### config.mk
export PLATFORM = sky130hd
export DESIGN_NAME = pixel_packer
export DESIGN_NICKNAME = d
export VERILOG_FILES = /design/src/rtl/pixel_packer.sv
export SDC_FILE = /design/constraint.sdc
export NUM_CORES = 1
export LEC_CHECK = 0
export ABC_AREA = 0
export CAP_MARGIN = 5
export CORE_ASPECT_RATIO = 1.25
export CORE_UTILIZATION = 50
export DETAILED_ROUTE_END_ITERATION = 7
export HOLD_SLACK_MARGIN = 0.15
export PLACE_DENSITY = 0.83
export SYNTH_ARGS = -nofsm -noshare
export SYNTH_HDL_FRONTEND = slang
export SYNTH_SLANG_ARGS = --single-unit
export TNS_END_PERCENT = 20
### constraint.sdc
create_clock -name clk -period 5.35 [get_ports clk]
set_input_delay 1.07 -clock clk [delete_from_list [all_inputs] [get_ports clk]]
set_output_delay 1.07 -clock clk [all_outputs]
set_load 0.02 [all_outputs]
### src/rtl/pixel_packer.sv
// -----------------------------------------------------------------------------
// pixel_packer
//
// Upstream feeder for the frame buffer write port. Collects a narrow pixel
// stream into DATA_WIDTH words (first pixel of a word in the LSBs). It drives
// the frame buffer's active-low write enable, one word per write, and enforces
// a fixed frame length of WORDS_PER_FRAME words. Malformed frames (short, long,
// or restarted by an early sof) raise a sticky error flag.
//
// Optional feature macro: PIX_PACK_PAD_EN
//   defined   : a short frame is padded out. The partial word is zero-filled
//               and emitted, then all-zero words follow until the frame holds
//               WORDS_PER_FRAME words. frame_done pulses as for a good frame.
//   undefined : a short frame drops its partial word and returns to waiting
//               for sof. No frame_done, and the FLUSH state is not built.
//
// Ports
//   clk          in   single clock
//   reset        in   asynchronous reset, active low
//   pix_valid_in in   pixel qualifier (active high)
//   sof_in       in   start of frame, qualified by pix_valid_in
//   eof_in       in   end of frame on the last pixel, qualified by pix_valid_in
//   pix_in       in   pixel data [PIX_WIDTH]
//   fb_rdy       in   frame buffer accepts a word this cycle (active high)
//   pix_rdy      out  pixel accepted when pix_valid_in && pix_rdy
//   wr_en_out    out  active-low write enable; data_out valid while low
//   data_out     out  packed word [DATA_WIDTH]
//   word_cnt     out  words transferred in the current frame [CNT_WIDTH]
//   frame_done   out  one-cycle pulse after the last word of a frame transfers
//   frame_err    out  sticky malformed-frame flag, cleared only by reset
// -----------------------------------------------------------------------------
module pixel_packer #(
    parameter int PIX_WIDTH       = 8,
    parameter int DATA_WIDTH      = 32,
    parameter int PIX_PER_WORD    = DATA_WIDTH / PIX_WIDTH,
    parameter int WORDS_PER_FRAME = 500,
    parameter int CNT_WIDTH       = 16
) (
    input  logic                  clk,
    input  logic                  reset,
    input  logic                  pix_valid_in,
    input  logic                  sof_in,
    input  logic                  eof_in,
    input  logic [PIX_WIDTH-1:0]  pix_in,
    input  logic                  fb_rdy,
    output logic                  pix_rdy,
    output logic                  wr_en_out,
    output logic [DATA_WIDTH-1:0] data_out,
    output logic [CNT_WIDTH-1:0]  word_cnt,
    output logic                  frame_done,
    output logic                  frame_err
);

    localparam int LANE_W = (PIX_PER_WORD > 1) ? $clog2(PIX_PER_WORD) : 1;
    localparam logic [LANE_W-1:0]    LAST_LANE   = LANE_W'(PIX_PER_WORD - 1);
    localparam logic [CNT_WIDTH-1:0] FRAME_WORDS = CNT_WIDTH'(WORDS_PER_FRAME);
    localparam logic [CNT_WIDTH-1:0] LAST_CNT    = CNT_WIDTH'(WORDS_PER_FRAME - 1);

`ifdef PIX_PACK_PAD_EN
    typedef enum logic [1:0] {
        WAIT_SOF,
        PACK,
        FLUSH
    } state_t;
`else
    typedef enum logic [0:0] {
        WAIT_SOF,
        PACK
    } state_t;
`endif

    state_t                  state, state_n;
    logic [LANE_W-1:0]       lane, lane_n;
    logic [DATA_WIDTH-1:0]   pack_buf, buf_n;
    logic [CNT_WIDTH-1:0]    words_made, made_n;
    logic                    out_valid;

    logic                    hold_free;
    logic                    transfer;
    logic                    accept;
    logic                    restart;
    logic                    load;
    logic [DATA_WIDTH-1:0]   load_data;
    logic                    err_set;

    logic [LANE_W-1:0]       eff_lane;
    logic [DATA_WIDTH-1:0]   eff_buf;
    logic [CNT_WIDTH-1:0]    eff_made;
    logic [DATA_WIDTH-1:0]   merged;
    logic [CNT_WIDTH-1:0]    made_inc;
    logic [CNT_WIDTH-1:0]    flush_inc;

    assign wr_en_out = !out_valid;

    // The holding register can take a new word when it is empty or its word
    // leaves this cycle. Only the pixel that would complete a word has to wait
    // for that; pixels filling lower lanes are always taken.
    always_comb begin
        hold_free = !out_valid || fb_rdy;
        transfer  = out_valid && fb_rdy;
        pix_rdy   = hold_free || (lane != LAST_LANE);
`ifdef PIX_PACK_PAD_EN
        if (state == FLUSH) begin
            pix_rdy = 1'b0;
        end
`endif
        accept  = pix_valid_in && pix_rdy;
        restart = accept && sof_in;
    end

    // Next-state and packing logic. An accepted sof always starts a fresh
    // frame, so the packing below works on "effective" lane/buffer/word count
    // values that are zeroed on a restart; a 1-pixel sof+eof frame then falls
    // out naturally as a short frame.
    always_comb begin
        state_n   = state;
        lane_n    = lane;
        buf_n     = pack_buf;
        made_n    = words_made;
        load      = 1'b0;
        load_data = pack_buf;
        err_set   = 1'b0;

        eff_lane  = restart ? '0 : lane;
        eff_buf   = restart ? '0 : pack_buf;
        eff_made  = restart ? '0 : words_made;
        merged    = eff_buf;
        merged[int'(eff_lane) * PIX_WIDTH +: PIX_WIDTH] = pix_in;
        made_inc  = eff_made + CNT_WIDTH'(1);
        flush_inc = words_made + CNT_WIDTH'(1);

        if (restart && (state == PACK)) begin
            err_set = 1'b1;
        end

        if (accept && (sof_in || (state == PACK))) begin
            state_n = PACK;
            if (eff_lane == LAST_LANE) begin
                load      = 1'b1;
                load_data = merged;
                lane_n    = '0;
                buf_n     = '0;
                made_n    = made_inc;
                if (made_inc == FRAME_WORDS) begin
                    // Frame is full; a missing eof means the source overran.
                    state_n = WAIT_SOF;
                    if (!eof_in) begin
                        err_set = 1'b1;
                    end
                end else if (eof_in) begin
                    err_set = 1'b1;
`ifdef PIX_PACK_PAD_EN
                    state_n = FLUSH;
`else
                    state_n = WAIT_SOF;
`endif
                end
            end else if (eof_in) begin
                err_set = 1'b1;
                lane_n  = '0;
                made_n  = eff_made;
`ifdef PIX_PACK_PAD_EN
                // Upper lanes of merged are already zero, so it is the
                // zero-filled partial word FLUSH sends first.
                buf_n   = merged;
                state_n = FLUSH;
`else
                buf_n   = '0;
                state_n = WAIT_SOF;
`endif
            end else begin
                lane_n = eff_lane + LANE_W'(1);
                buf_n  = merged;
                made_n = eff_made;
            end
        end

`ifdef PIX_PACK_PAD_EN
        // After the first (possibly partial) pad word pack_buf is zero, so
        // the remaining words are all-zero fill.
        if ((state == FLUSH) && hold_free) begin
            load      = 1'b1;
            load_data = pack_buf;
            buf_n     = '0;
            made_n    = flush_inc;
            if (flush_inc == FRAME_WORDS) begin
                state_n = WAIT_SOF;
            end
        end
`endif
    end

    always_ff @(posedge clk or negedge reset) begin
        if (!reset) begin
            state <= WAIT_SOF;
        end else begin
            state <= state_n;
        end
    end

    // Datapath registers. A newly loaded word takes precedence over clearing
    // out_valid, which gives back-to-back words when fb_rdy stays high. An
    // accepted sof zeroes word_cnt even if a word transfers in the same cycle.
    always_ff @(posedge clk or negedge reset) begin
        if (!reset) begin
            lane       <= '0;
            pack_buf   <= '0;
            words_made <= '0;
            out_valid  <= 1'b0;
            data_out   <= '0;
            word_cnt   <= '0;
            frame_done <= 1'b0;
            frame_err  <= 1'b0;
        end else begin
            lane       <= lane_n;
            pack_buf   <= buf_n;
            words_made <= made_n;
            if (load) begin
                out_valid <= 1'b1;
                data_out  <= load_data;
            end else if (transfer) begin
                out_valid <= 1'b0;
            end
            if (restart) begin
                word_cnt <= '0;
            end else if (transfer) begin
                word_cnt <= word_cnt + CNT_WIDTH'(1);
            end
            frame_done <= transfer && (word_cnt == LAST_CNT);
            if (err_set) begin
                frame_err <= 1'b1;
            end
        end
    end

endmodule

== Yosys cells after proc, flatten, opt, wreduce, memory -nomap -nowiden ==
Cells that the tools add are included.

* Reduce and logical (&&, ||, !) cells: 12
* Add/sub/neg operators: 4
* Shifts and indexed selects: 2
* Equality and inequality tests: 4
* Muxes and demuxes: 26

{| class="wikitable"
|+ Operator list
! cell !! number
|-
| $mux W32 || 5
|-
| $mux W16 || 4
|-
| $neg A5 Y33 || 1
|-
| $shift A8 B33 Y32 const A || 1
|-
| $shiftx A8 B33 Y32 || 1
|-
| $add A16 B1 Y16 const B || 2
|-
| $bwmux W32 || 1
|-
| $eq A16 B9 Y1 const B || 2
|-
| $mux W1 || 13
|-
| $logic_and A1 B1 Y1 || 6
|-
| $mux W2 || 3
|-
| $reduce_bool A2 Y1 || 2
|-
| $logic_or A1 B1 Y1 || 3
|-
| $add A2 B1 Y2 const B || 1
|-
| $eq A2 B2 Y1 const B || 1
|-
| $ne A2 B2 Y1 const B || 1
|-
| $logic_not A1 Y1 || 1
|}

* Bits of input ports: 14
* Output and inout port bits: 52
* Register bits after elaboration: 102
* Word-level logic and storage cells: 57

== Longest topological paths before layout ==
Gate-level depths: netlist of run 1.

* Word-level depth: 11
* Mapped depth: 14
* Depth with buffers taken out: 12

== Least setup slack after synthesis of run 1 ==
OpenSTA, ideal clock, no wires.

* Path type: input-to-reg
* Start point: in fb_rdy
* End point: reg frame_err
* Buffers on the path: 1
* Library setup time: 86 ps
* Stages: 12
* Slack: 1762 ps
* Data arrival time: 3502 ps
* Required time: 5264 ps
* Cells stage by stage: and4b_1 -> inv_2 -> nand3_1 -> buf_6 -> and2_1 -> ha_1 -> nand3_1 -> o31a_1 -> a2111oi_2 -> nand4_1 -> o21a_1 -> nor3_1

* Cells in the longest elaborated chain, start to end: 10
* Elaborated cells between the ends (all ways): 17
* Those cells by class: add/sub: 1; eq/ne: 2; mux: 8; reduce/logical: 6

{| class="wikitable"
|+ Ends and longest elaborated chain
! element !! line !! text
|-
| from (decl) || 45 || <nowiki>input logic fb_rdy,</nowiki>
|-
| $logic_or A1 B1 Y1 (*) || 99 || <nowiki>hold_free = !out_valid || fb_rdy;</nowiki>
|-
| $logic_or A1 B1 Y1 (*) || 101 || <nowiki>pix_rdy = hold_free || (lane != LAST_LANE);</nowiki>
|-
| via pix_rdy || 46 || <nowiki>output logic pix_rdy,</nowiki>
|-
| $logic_and A1 B1 Y1 (*) || 107 || <nowiki>accept = pix_valid_in && pix_rdy;</nowiki>
|-
| $logic_and A1 B1 Y1 || 108 || <nowiki>restart = accept && sof_in;</nowiki>
|-
| $mux W16 / $logic_and A1 B1 Y1 (equally long branches) || 126, 132 ||
|-
| $add A16 B1 Y16 / $mux W1 (equally long branches) || 129, 132 ||
|-
| $eq A16 B9 Y1, or another cell as far along || 144 || <nowiki>if (made_inc == FRAME_WORDS) begin</nowiki>
|-
| $mux W1 || 144 ||
|-
| $mux W1 || 138 || <nowiki>if (eff_lane == LAST_LANE) begin</nowiki>
|-
| $mux W1 (*) || 136 || <nowiki>if (accept && (sof_in || (state == PACK))) begin</nowiki>
|-
| to (signal assigned) || 213 || <nowiki>frame_err <= 1'b0;</nowiki>
|-
| to (signal assigned) || 231 || <nowiki>frame_err <= 1'b1;</nowiki>
|-
| to (decl) || 51 || <nowiki>output logic frame_err</nowiki>
|}

The timed path passes the listed nets; every way through them passes the cells marked *.
A chain may end at the register's enable or synchronous reset.

== Final worst setup path of run 1 ==
* Start point: in fb_rdy
* End point: reg words_made[14]

* Cells in the longest elaborated chain, start to end: 7
* Elaborated cells between the ends (all ways): 10
* Those cells by class: add/sub: 1; eq/ne: 1; mux: 3; reduce/logical: 5

{| class="wikitable"
|+ Ends and longest elaborated chain
! element !! line !! text
|-
| $logic_or A1 B1 Y1 (*) || 99 ||
|-
| $logic_or A1 B1 Y1 (*) || 101 ||
|-
| $logic_and A1 B1 Y1 (*) || 107 ||
|-
| $logic_and A1 B1 Y1 || 108 ||
|-
| $mux W16 / $mux W2 (equally long branches) || 126, 124 ||
|-
| $add A16 B1 Y16 / $eq A2 B2 Y1 (equally long branches) || 129, 138 ||
|-
| $mux W16 || 138 ||
|-
| to (signal assigned) || 217 || <nowiki>words_made <= made_n;</nowiki>
|-
| to (decl) || 75 || <nowiki>logic [CNT_WIDTH-1:0] words_made, made_n;</nowiki>
|}

Every way passes the cells marked *; elsewhere a longest branch is shown, timed or not.

==> results of run 1 <==
power groups by stage:
stage	Clock (W)	Sequential, W	Combinational [W]
after CTS	0.000665	0.000817	0.000215
final	0.000655	0.000817	0.000215
after detailed placement	0	0.000831	0.000213
after global placement	0	0.000829	0.000210
after floorplan	0	0.000846	0.000103
after global routing	0.000697	0.000819	0.000238
logic make-up (layout without fill, tap and decap cells):
kind of cell / count (synthesis) / in the layout / share of synthesized area
adder cells (fa/ha/maj): 9 / 9 / 0.02260
AND/OR/NAND/NOR: 216 / 216 / 0.2107
flip-flops: 102 / 102 / 0.5123
XOR/XNOR: 27 / 27 / 0.04746
AO/OA/AOI/OAI: 132 / 132 / 0.1715
buffers and inverters: 32 / 92 / 0.03315
multiplexers: 1 / 1 / 0.002260
cell usage in the layout, fill, tap and decap left out, types with 2 or more instances in the layout:
master,netlist,routed
dfrtp_1,102,102
nand2_1,79,79
clkdlybuf4s50_1,0,64
nor2_1,50,50
o21ai_0,50,50
a22oi_1,25,25
nand3_1,17,17
a21oi_1,16,16
a22o_1,15,15
nor3_1,14,14
xor2_1,14,14
xnor2_1,13,13
o22ai_1,10,10
nand4_1,10,10
or3_1,9,9
ha_1,9,9
clkbuf_16,0,9
inv_1,8,8
nor4_1,8,8
buf_4,2,5
and2_1,3,3
nor2b_1,3,3
a21o_1,3,3
and3_1,3,3
and4b_1,2,2
and3b_1,2,2
nor3b_1,2,2
nand3b_1,2,2
a211oi_1,2,2
or2_2,2,2
clkbuf_8,0,2
clkinvlp_4,0,2
registers in the layout (all words and copies together) (netlist names):
register and count:
lane 2, words_made 16, frame_done 1, state 1
word_cnt 16, pack_buf 32, data_out 32, frame_err 1
out_valid 1
how the worst max path moves through the flow:
stage / cells past startpoint / startpoint / end
2_1_floorplan: 12 / fb_rdy / frame_err$_DFFE_PN0P_
3_3_place_gp: 12 / fb_rdy / words_made[14]$_DFFE_PN0P_
3_5_place_dp: 12 / fb_rdy / words_made[14]$_DFFE_PN0P_
4_1_cts: 12 / fb_rdy / words_made[14]$_DFFE_PN0P_
5_1_grt: 12 / fb_rdy / words_made[14]$_DFFE_PN0P_
6_report: 12 / fb_rdy / words_made[14]$_DFFE_PN0P_
cell type report:
type,instances,area (um^2)
Clock inverter,3,45.04
Fill cell,803,3675
Timing Repair Buffer,69,678.2
Sequential cell,102,2552
Inverter,9,33.78
Multi-Input combinational cell,385,2265
Tap cell,126,157.7
Clock buffer,11,252.7
worst max-delay path, cell delays in order:
cell             delay, ps
clkdlybuf4s50_1        500
and4b_1                360
inv_2                   90
nand3_1                410
nand2_1                250
inv_1                  170
ha_1                   370
nand4_1                480
or3_1                  580
nor3_1                 210
xnor2_1                140
nor2_1                  50
layer usage:
layer,global-route usage,wire length (um),vias to the layer above
li1,-,-,1973
met1,0.2904,4691,2009
met2,0.3949,5893,150
met3,0.05667,598,26
met4,0.09206,271,0
met5,0,0,-
cell usage after synthesis (8+ instances only):
cell type	count
xnor2_1	13
dfrtp_1	102
o21ai_0	50
or3_1	9
clkbuf_1	10
nand3_1	17
xor2_1	14
nor4_1	8
a21oi_1	16
o22ai_1	10
nor3_1	14
nand2_1	79
ha_1	9
a22o_1	15
nor2_1	50
inv_1	8
nand4_1	10
a22oi_1	25
per-stage QoR:
stage / hold slack [ps] / std cells / utilization / worst slack, ps / instance area [um^2]
after floorplan: 450.2 / 519 / - / 1762 / 4982
after global placement: 465.1 / 691 / 0.5887 / 752.0 / 5687
after detailed placement: 469.5 / 691 / 0.5887 / 602.1 / 5687
after CTS: 482.9 / 705 / 0.6196 / 955.0 / 5984
after global routing: 512.6 / 705 / 0.6196 / 485.2 / 5984
final: 477.7 / 705 / 0.6196 / 890.1 / 5984
==> impl_metrics.json, run 1 <==
{
  "pwr-share-seq": 0.484,
  "hold_path_depth": 2,
  "fp.coreArea_um2": 9659,
  "power-per-cell-area_nw_per_um2": 281.9,
  "grt-ovfl-total": 0,
  "rr_startpoint": "out_valid$_DFFE_PN0P_",
  "die_area_um2": 10370,
  "std_cell_rows": 40,
  "period_minus_slack_ps": 4460,
  "avgSynthCellArea_um2": 9.600,
  "start_util": 0.5158,
  "grt_pass1_wl_um": 19150,
  "p_sw_frac": 0.2566,
  "min_delay_worst_endpoint": "data_out[9]$_DFFE_PN0P_",
  "synth-seq-cells": 102,
  "syn_to_final_growth_pct": 20.12,
  "fin_nets": 599,
  "first_global_vias": 4010,
  "vias": 4158,
  "drtAntennaViolNets": 0,
  "tightest_slew_ps": 834.2,
  "hold_viol_final": 0,
  "die_y_um": 113.6,
  "vias_per_cell": 5.898,
  "p_leak_nw": 2.492,
  "cts_resized": 0,
  "cts_sinks": 102,
  "p_int_w": 0.001254,
  "yosys_warnings": 0,
  "fin_tns_setup_ps": 0,
  "r2r-end": "words_made[14]$_DFFE_PN0P_",
  "slew_violations": 0,
  "async_reset_ff_frac": 1.000,
  "clk_path_buf_depth": 2,
  "drt_iter0_markers": 231,
  "drc": 0,
  "ios": 66,
  "wl_per_cell_um": 16.25,
  "hold_start": "data_out[9]$_DFFE_PN0P_",
  "clkTransAtPathRegs_ps": 60,
  "reg2reg_slack_ps": 1750,
  "fmax_ghz": 0.2242,
  "crit_type": "in -> reg",
  "worstPathRequired_ps": 5570,
  "dieWidth_um": 91.29,
  "dp_hpwl_um": 8017,
  "cp.arrival_ps": 4680,
  "min_path_type": "reg -> reg",
  "synth_edf_count": 0,
  "yosysUniqueCellTypes": 55,
  "cts_buffers": 9,
  "synth_top_area_frac": 0.5123,
  "clock_skew_ps": 7.683,
  "seq_area_frac_synth": 0.5123,
  "io_buffer_count": 65,
  "antenna_found_initial": 0,
  "cts_setup_buffers": 0,
  "fin_crit_sh": 0.8336,
  "synth_area_leaders": "dfrtp_1 (51%), nand2_1 (6.0%), o21ai_0 (5.0%), a22oi_1 (3.8%), nor2_1 (3.8%)",
  "grt_use_total": 0.2338,
  "synth_area_um2": 4982,
  "h-tree-depth": 3,
  "insertion_delay_ps": 350,
  "synth_nets": 542,
  "status": "completed",
  "ys.flop_type": "dfrtp_1",
  "timing.slew.headroom": 0.4396,
  "wl_um": 11460,
  "cts_tree": "built",
  "ctsHoldBuffers": 0,
  "clkPwrFrac": 0.388,
  "ir_drop_mv": 0.2272,
  "drv_cap": 0,
  "worst_setup_path_start_kind": "primary input",
  "p_comb_frac": 0.128,
  "rsz0062_at_grt": "no",
  "yosysTopAreaCell": "dfrtp_1",
  "num_antenna_cells": 0,
  "finalPower_w": 0.001687,
  "drtPass1Iterations": 7,
  "ff2ff_path_depth": 11,
  "grt_max_degree": 66,
  "setup_viol": 0,
  "gp_congestion": 0.8863,
  "clockRootBuffer": "clkbuf_16",
  "switchingPower_w": 0.0004329,
  "cp_max_fo": 16,
  "critPathCaptureType": "flip-flop",
  "synth_cells": 519,
  "layout-drive-gt1-share": 0.05354
}
No activity file was read; power rests on OpenSTA's default activity.
==> inputs of run 2 (changes only) <==
clock period = 4.5 ns   (was 5.35 ns; I/O delays follow)
==> run 2 against run 1 <==
Register-to-register slack got worse by 440 ps; clock power increased by 14%; final area increased by 0.19%; cell count increased by 0.71%; total power increased by 17%; sequential share of layout area decreased by 0.080 points; global-route usage increased by 0.48 points.
==> impl_metrics.json, run 2 (synthesis gave the netlist of run 1 again) <==
{
  "drc": 0,
  "gr-usage-met2": 0.3995,
  "dp_hpwl_um": 8138,
  "grt_util_met3": 0.03867,
  "cts_tree": "built",
  "ios": 66,
  "die_y_um": 113.6,
  "fin_crit_sh": 0.8610,
  "dieWidth_um": 91.29,
  "critPathTopFamily": "simple AND/OR/NAND/NOR gates",
  "h-tree-depth": 3,
  "slew_violations": 0,
  "drv_cap": 0,
  "critPathBufInv": 4,
  "status": "completed",
  "syn_to_final_growth_pct": 20.34,
  "ctsHoldBuffers": 0,
  "hold_start": "data_out[9]$_DFFE_PN0P_",
  "layout-drive-gt1-share": 0.05993,
  "p_leak_nw": 2.505,
  "drt_iter0_markers": 228,
  "worst_setup_path_start_kind": "primary input",
  "vias_per_cell": 5.913,
  "cts_setup_buffers": 0,
  "grt_max_degree": 80,
  "finalPower_w": 0.001980,
  "hold_viol_final": 0,
  "reg2reg_slack_ps": 1310,
  "fin_nets": 602,
  "clk_path_buf_depth": 2,
  "drtAntennaViolNets": 0,
  "crit_top_cell": "and4b_1",
  "min_path_type": "reg -> reg",
  "crit_chain": "clkdlybuf4s50_1 -> and4b_1 -> inv_2 -> nand3_1 -> buf_4 -> nand2_1 -> inv_1 -> ha_1 -> and4b_1 -> o211ai_1 -> a2111oi_2 -> nand4_1 -> o21a_1 -> nor3_1",
  "critical-path-max-stage-delay_ps": 500,
  "cp-startpoint": "fb_rdy",
  "grt_use_total": 0.2387,
  "layout_common_cells": "dfrtp_1 (102), nand2_1 (79), clkdlybuf4s50_1 (64)",
  "grt_busiest_layer": "met2",
  "vias": 4198,
  "cp_max_fo": 10,
  "power-per-cell-area_nw_per_um2": 330.2,
  "std_cell_rows": 40,
  "clock_skew_ps": 7.360,
  "first_global_vias": 4015,
  "fmax_ghz": 0.2581,
  "rr_startpoint": "out_valid$_DFFE_PN0P_",
  "reg_top3": "data_out (32), pack_buf (32)",
  "fp.coreArea_um2": 9659,
  "wl_per_cell_um": 16.46,
  "cp_slowest_cell": "clkdlybuf4s50_1",
  "insertion_delay_ps": 350,
  "clockRootBuffer": "clkbuf_16",
  "gp_congestion": 0.8840,
  "timing.slew.headroom": 0.3366,
  "clkTransAtPathRegs_ps": 70,
  "antenna_found_initial": 0,
  "fin_tns_setup_ps": 0,
  "cts_sinks": 102,
  "crit_type": "in -> reg",
  "grt-ovfl-total": 0,
  "worstPathRequired_ps": 4760,
  "wl_um": 11690,
  "period_minus_slack_ps": 3875,
  "io_buffer_count": 65,
  "grt_pass1_wl_um": 19410,
  "start_util": 0.5158,
  "cp.arrival_ps": 4140,
  "rsz0062_at_grt": "no",
  "drtPass1Iterations": 5,
  "final_common_cell": "dfrtp_1",
  "cts_buffers": 9,
  "gr-usage-met1": 0.3046,
  "hold_path_depth": 2,
  "r2r-end": "frame_err$_DFFE_PN0P_",
  "critPathCaptureType": "flip-flop",
  "min_delay_worst_endpoint": "data_out[9]$_DFFE_PN0P_",
  "ir_drop_mv": 0.2385,
  "tightest_slew_ps": 995.2,
  "ff2ff_path_depth": 13,
  "setup_viol": 0,
  "cts_resized": 0,
  "die_area_um2": 10370,
  "num_antenna_cells": 0,
  "num-fill-cells": 782
}
-- run 2: worst max-delay path by stage --
stage,end,slack [ps],cells after the start
floorplan,frame_err$_DFFE_PN0P_,1080,12
global placement,state$_DFFE_PN0P_,410,12
detailed placement,frame_err$_DFFE_PN0P_,340,14
CTS,frame_err$_DFFE_PN0P_,640,14
global route,frame_err$_DFFE_PN0P_,350,14
finish,frame_err$_DFFE_PN0P_,630,14
-- run 2: final cells by class --
cell class	instances	area, um^2	share of cell area
multi-input combinational	385	2265	0.3777
sequential	102	2552	0.4257
clock inverter	4	30.03	0.005008
timing repair buffer	72	700.7	0.1169
tap	126	157.7	0.02629
inverter	9	33.78	0.005634
clock buffer	12	256.5	0.04278
-- run 2: per-stage QoR --
stage,cell area (um^2),hold WS [ps],cells,worst slack (ps),utilization
after CTS,5996,489.1,710,642.1,0.6207
after global placement,5709,465.7,694,411.9,0.5911
final,5996,480.7,710,625.5,0.6207
after global routing,5996,515.4,710,352.0,0.6207
after floorplan,4982,450.2,519,1082,-
after detailed placement,5709,473.8,694,336.8,0.5911
-- run 2: worst min-delay path, delay by kind of cell (launching register included) --
family	cells	cell delay [ps]
AOI/OAI and AO/OA	1	60
DFF	1	340
and+or+nand+nor	1	40
-- run 2: power by group --
group | switching, W | total (W) | internal, W | leakage [nW]
logic | 0.000173 | 0.000265 | 0.0000917 | 0.953
registers | 0.0000220 | 0.000971 | 0.000949 | 1.41
clock network | 0.000336 | 0.000744 | 0.000407 | 0.139
total | 0.000531 | 0.00198 | 0.00145 | 2.51
-- run 2: layer usage --
metal | vias up | part of all wire
li1 | 1974 | -
met1 | 2048 | 0.42
met2 | 145 | 0.50
met3 | 31 | 0.050
met4 | 0 | 0.026
met5 | - | 0
